**config.mk**
```make
export PLATFORM = sky130hd
export DESIGN_NAME = serial_subtractor_flat
export DESIGN_NICKNAME = d
export VERILOG_FILES = /design/src/rtl/serial_subtractor_if.sv /design/src/rtl/serial_subtractor.sv /design/src/flat_wrapper.sv
export SDC_FILE = /design/constraint.sdc
export NUM_CORES = 1
export LEC_CHECK = 0
export BUFFER_PORTS_ARGS = -buffer_cell sky130_fd_sc_hd__buf_2
export CORE_ASPECT_RATIO = 1.75
export CORE_MARGIN = 2
export CORE_UTILIZATION = 57
export DETAILED_ROUTE_END_ITERATION = 7
export PLACE_DENSITY = 0.88
export SYNTH_ARGS = -nofsm -noshare
export SYNTH_HDL_FRONTEND = slang
export SYNTH_SLANG_ARGS = --single-unit
```
**constraint.sdc**
```tcl
create_clock -name clk -period 2.67 [get_ports clk]
set_clock_uncertainty 0.15 [all_clocks]
set_input_delay 0.534 -clock clk [delete_from_list [all_inputs] [get_ports clk]]
set_output_delay 0.534 -clock clk [all_outputs]
set_load 0.05 [all_outputs]
```
**src/rtl/serial_subtractor_if.sv**
```systemverilog
// Start/done handshake and operand/result bus for serial_subtractor.
// The ovf signal exists only when SUB_OVF_EN is defined.
interface serial_subtractor_if #(
  parameter int WIDTH = 8
);
  logic             start;
  logic [WIDTH-1:0] a;
  logic [WIDTH-1:0] b;
  logic             bin;
  logic             ready;
  logic             busy;
  logic             done;
  logic [WIDTH-1:0] diff;
  logic             bout;
`ifdef SUB_OVF_EN
  logic             ovf;
`endif

  modport master (
    output start, a, b, bin,
    input  ready, busy, done, diff, bout
`ifdef SUB_OVF_EN
    , input ovf
`endif
  );

  modport slave (
    input  start, a, b, bin,
    output ready, busy, done, diff, bout
`ifdef SUB_OVF_EN
    , output ovf
`endif
  );
endinterface

```
**src/rtl/serial_subtractor.sv**
```systemverilog
// Bit-serial a - b - bin, LSB first, one full-subtractor cell reused over WIDTH cycles.
// Define SUB_OVF_EN to add the registered signed-overflow output.
//
// state | meaning
// IDLE  | ready, waiting for start; operands latched on accept
// SHIFT | one difference bit per cycle, WIDTH cycles
// DONE  | one-cycle done pulse, result valid
module serial_subtractor #(
  parameter int WIDTH = 8
) (
  input  logic                 clk,
  input  logic                 rst,
  serial_subtractor_if.slave   sub
);

  localparam int            CW   = $clog2(WIDTH + 1);
  localparam logic [CW-1:0] LAST = CW'(WIDTH - 1);

  typedef enum logic [1:0] {IDLE, SHIFT, DONE} state_t;

  state_t           state_q, state_d;
  logic [WIDTH-1:0] a_q, a_d;
  logic [WIDTH-1:0] b_q, b_d;
  logic [WIDTH-1:0] diff_q, diff_d;
  logic [CW-1:0]    cnt_q, cnt_d;
  logic             br_q, br_d;
  logic             bout_q, bout_d;
  logic             ready_q, ready_d;
  logic             busy_q, busy_d;
  logic             done_q, done_d;
`ifdef SUB_OVF_EN
  logic             ovf_q, ovf_d;
`endif

  logic a0, b0, d_bit, br_nxt;

  always_comb begin
    a0     = a_q[0];
    b0     = b_q[0];
    d_bit  = a0 ^ b0 ^ br_q;
    br_nxt = (~a0 & b0) | (~(a0 ^ b0) & br_q);

    state_d = state_q;
    a_d     = a_q;
    b_d     = b_q;
    diff_d  = diff_q;
    cnt_d   = cnt_q;
    br_d    = br_q;
    bout_d  = bout_q;
`ifdef SUB_OVF_EN
    ovf_d   = ovf_q;
`endif

    case (state_q)
      IDLE: begin
        if (sub.start) begin
          a_d     = sub.a;
          b_d     = sub.b;
          br_d    = sub.bin;
          cnt_d   = '0;
          state_d = SHIFT;
        end
      end
      SHIFT: begin
        diff_d = {d_bit, diff_q[WIDTH-1:1]};
        a_d    = {1'b0, a_q[WIDTH-1:1]};
        b_d    = {1'b0, b_q[WIDTH-1:1]};
        br_d   = br_nxt;
        cnt_d  = cnt_q + CW'(1);
        if (cnt_q == LAST) begin
          state_d = DONE;
          bout_d  = br_nxt;
`ifdef SUB_OVF_EN
          // Borrow into the MSB differing from borrow out of it is signed overflow.
          ovf_d   = br_q ^ br_nxt;
`endif
        end
      end
      DONE:    state_d = IDLE;
      default: state_d = IDLE;
    endcase

    ready_d = (state_d == IDLE);
    busy_d  = (state_d == SHIFT);
    done_d  = (state_d == DONE);
  end

  always_ff @(posedge clk) begin
    if (rst) begin
      state_q <= IDLE;
      a_q     <= '0;
      b_q     <= '0;
      diff_q  <= '0;
      cnt_q   <= '0;
      br_q    <= 1'b0;
      bout_q  <= 1'b0;
      ready_q <= 1'b1;
      busy_q  <= 1'b0;
      done_q  <= 1'b0;
`ifdef SUB_OVF_EN
      ovf_q   <= 1'b0;
`endif
    end else begin
      state_q <= state_d;
      a_q     <= a_d;
      b_q     <= b_d;
      diff_q  <= diff_d;
      cnt_q   <= cnt_d;
      br_q    <= br_d;
      bout_q  <= bout_d;
      ready_q <= ready_d;
      busy_q  <= busy_d;
      done_q  <= done_d;
`ifdef SUB_OVF_EN
      ovf_q   <= ovf_d;
`endif
    end
  end

  assign sub.ready = ready_q;
  assign sub.busy  = busy_q;
  assign sub.done  = done_q;
  assign sub.diff  = diff_q;
  assign sub.bout  = bout_q;
`ifdef SUB_OVF_EN
  assign sub.ovf   = ovf_q;
`endif

endmodule

```
**src/flat_wrapper.sv**
```systemverilog
// flat-port wrapper written by rule: the top's interface ports become plain ports
module serial_subtractor_flat 
#(
  parameter int WIDTH = 8
)
  (clk, rst, sub_start, sub_a, sub_b, sub_bin, sub_ready, sub_busy, sub_done, sub_diff, sub_bout);
  serial_subtractor_if #(.WIDTH(WIDTH)) sub_i ();
  input  logic clk;
  input  logic rst;
  input wire logic [$bits(sub_i.start)-1:0] sub_start;
  input wire logic [$bits(sub_i.a)-1:0] sub_a;
  input wire logic [$bits(sub_i.b)-1:0] sub_b;
  input wire logic [$bits(sub_i.bin)-1:0] sub_bin;
  output wire logic [$bits(sub_i.ready)-1:0] sub_ready;
  output wire logic [$bits(sub_i.busy)-1:0] sub_busy;
  output wire logic [$bits(sub_i.done)-1:0] sub_done;
  output wire logic [$bits(sub_i.diff)-1:0] sub_diff;
  output wire logic [$bits(sub_i.bout)-1:0] sub_bout;
  assign sub_i.start = sub_start;
  assign sub_i.a = sub_a;
  assign sub_i.b = sub_b;
  assign sub_i.bin = sub_bin;
  assign sub_ready = sub_i.ready;
  assign sub_busy = sub_i.busy;
  assign sub_done = sub_i.done;
  assign sub_diff = sub_i.diff;
  assign sub_bout = sub_i.bout;
  serial_subtractor #(.WIDTH(WIDTH)) u_core (.clk(clk), .rst(rst), .sub(sub_i));
endmodule
```
==> results.sh <==
export IMPL_status="complete, no violations"
export IMPL_path_class="flop to output pin"
export IMPL_cts_tree="yes"
export IMPL_fillers=215
export IMPL_drv_slew=0
export IMPL_cts_reportedPaths_clkPinSlew_ns=0.07
export IMPL_worst_ep_arrival_time_ns=0.91
export IMPL_worstPathCellList="buf_2"
export IMPL_ff_latch_area_um2=701
export IMPL_min_path_type="flop to flop"
export IMPL_path_buf_inv=1
export IMPL_crit_path_end_kind="output pin"
export IMPL_finalSetupViolations=0
export IMPL_drtIter0Drc=31
export IMPL_grt_ovfl_total=0
export IMPL_final_cell_mix="dfxtp_1, buf_2, nor2_1"
export IMPL_worstReg2RegEnd="u_core.sub.diff[7]"
export IMPL_grt_pass1_vias=1207
export IMPL_dpl_hpwl_um=2220
export IMPL_cp_required_ns=1.99
export IMPL_peakVddDrop_uv=514
export IMPL_worst_path_max_delay_cell="dfxtp_1"
export IMPL_yosys_warnings=0
export IMPL_tightest_slew_ns=0.617
export IMPL_r2r_start="u_core.state_q[0]"
export IMPL_clk_path_buf_depth=2
export IMPL_io_buffers=31
export IMPL_wl_per_cell_um=15.0
export IMPL_drc=0
export IMPL_post_dp_cell_area_um2=1630
export IMPL_critical_path_peak_fanout=3
export IMPL_antenna_found_initial=0
export IMPL_crit_path_end="sub_diff[5]"
export IMPL_stdcell_area_um2=1720
export IMPL_via_count=1196
export IMPL_slowest_delay_ns=0.35
export IMPL_numClockSinks=35
export IMPL_multi_input_area_um2=719
export IMPL_synth_seq_cells=35
export IMPL_p_per_area_nw_per_um2=647
export IMPL_cellLeakagePower_nw=0.705
export IMPL_worstRegToRegCells=3
export IMPL_worstSetupPathDepth=1
export IMPL_rows=24
export IMPL_synthFlopType="dfxtp_1"
export IMPL_routed_wl_um=3050
export IMPL_post_cts_resized=0
export IMPL_die_area_um2=3070
export IMPL_power_w=0.00111
export IMPL_fin_tns_setup_ns=0
export IMPL_fin_nets=200
export IMPL_dieHeight_um=71.9
export IMPL_grt_max_degree=26
export IMPL_areaGrowthSynthToFinish_pct=14.5
export IMPL_via_per_inst=5.86
export IMPL_critPathLaunchType="flop"
export IMPL_reg2reg_setup_slack_ns=1.12
export IMPL_cts_hold_fix_buffers=0
export IMPL_cpLargestDelayFamily="flip-flops"
export IMPL_syn_instance_count=149
export IMPL_track_usage=0.237
export IMPL_finish_utilization=0.689
export IMPL_rsz0062_at_grt="no"
export IMPL_numCtsBuffers=5
export IMPL_diodes=0
export IMPL_netlist_area_um2=1500
export IMPL_drv_cap=0
export IMPL_first_pass_iters=4
export IMPL_min_period_over_period=0.599
export IMPL_coreArea_um2=2490
export IMPL_cp_startpoint="u_core.sub.diff[5]"
export IMPL_synth_edff_count=0
export IMPL_async_flop_share=0
export IMPL_ant_nets=0
export IMPL_cts_setup_buffers=0
export IMPL_chipWidth_um=42.8
export IMPL_relSlewSlack=0.589
export IMPL_postSynthAreaPerCell_um2=10.1
export IMPL_start_util=0.602
export IMPL_grt_pass1_wl_um=5440
export IMPL_synth_seq_area_share=0.467
export IMPL_ctsRootBufferMaster="clkbuf_8"
export IMPL_max_freq_ghz=0.626
export IMPL_pin_count=32
export IMPL_clock_latency_ns=0.29
export IMPL_routabilityCongestion=0.741
export IMPL_h_tree_depth=2
export IMPL_hold_viol_final=0
export IMPL_finalCriticalPeriod_ns=1.60
export IMPL_mostFrequentLayoutCell="dfxtp_1"
export IMPL_syn_nets=171
export IMPL_synth_cell_types=35
export IMPL_drive_gt1_frac=0.365
## cell usage after synthesis, types with 3 or more instances
cell type	instances	area, µm²
inv_1	3	11.3
nor2_1	19	71.3
dfxtp_1	35	701
a21oi_1	9	45.0
o22ai_1	5	31.3
nand2_1	15	56.3
buf_2	3	15.0
nor3_1	3	15.0
o22ai_2	10	125
a211oi_2	10	125
a22oi_1	3	22.5
a211oi_1	5	37.5
## sequential cells by signal, indices dropped and copies added (netlist names), 2 cells and up
signal	cells
u_core.sub.diff	8
u_core.b_q	8
u_core.a_q	8
u_core.state_q	2
u_core.cnt_q	4
## report_power, final
group / switching, W / internal, W
Clock: 0.000181 / 0.000202
Combinational: 0.0000900 / 0.0000645
Sequential: 0.0000214 / 0.000552
Total: 0.000293 / 0.000819
## worst min path at each step
stage / end / slack, ns / start / depth (start not counted)
after floorplan: u_core.cnt_q[3] / 0.31 / u_core.cnt_q[3] / 2
after global placement: u_core.sub.diff[0] / 0.29 / u_core.sub.diff[0] / 2
after detailed placement: u_core.sub.diff[0] / 0.29 / u_core.sub.diff[0] / 2
after CTS: u_core.sub.diff[0] / 0.30 / u_core.sub.diff[0] / 2
after global routing: u_core.a_q[7] / 0.34 / sub_a[7] / 3
final: u_core.sub.diff[0] / 0.30 / u_core.sub.diff[0] / 2
## metal layers
layer  part of all wire  GRT usage  wire, µm
met3              0.041     0.0605       125
met5                  0          0         0
met4              0.028      0.115        85
met2               0.56      0.434      1720
met1               0.37      0.240      1130
## layout make-up
cell class	instances	share of cell area
clock inverter	1	0.00291
inverter	4	0.00874
timing repair buffer	32	0.0947
tap	26	0.0189
multi-input combinational	100	0.419
sequential	35	0.408
clock buffer	6	0.0481
## logic make-up (layout without fill, tap and decap cells)
family                   after synthesis  count (layout)  share of synthesized area
buffers and inverters                 14              43                     0.0534
adder cells (fa/ha/maj)                2               2                     0.0217
AND/OR/NAND/NOR                       47              47                      0.144
AO/OA/AOI/OAI                         50              50                      0.307
multiplexers                           1               1                    0.00667
flip-flops                            35              35                      0.467
## per-stage QoR
stage                     std cells  hold slack (ns)  setup slack (ns)
after floorplan                 149            0.313              1.23
after global placement          197            0.291              1.14
after detailed placement        197            0.294              1.10
after CTS                       204            0.303              1.05
after global routing            204            0.336              1.03
final                           204            0.301              1.07
Power figures use the tool's default switching activity.
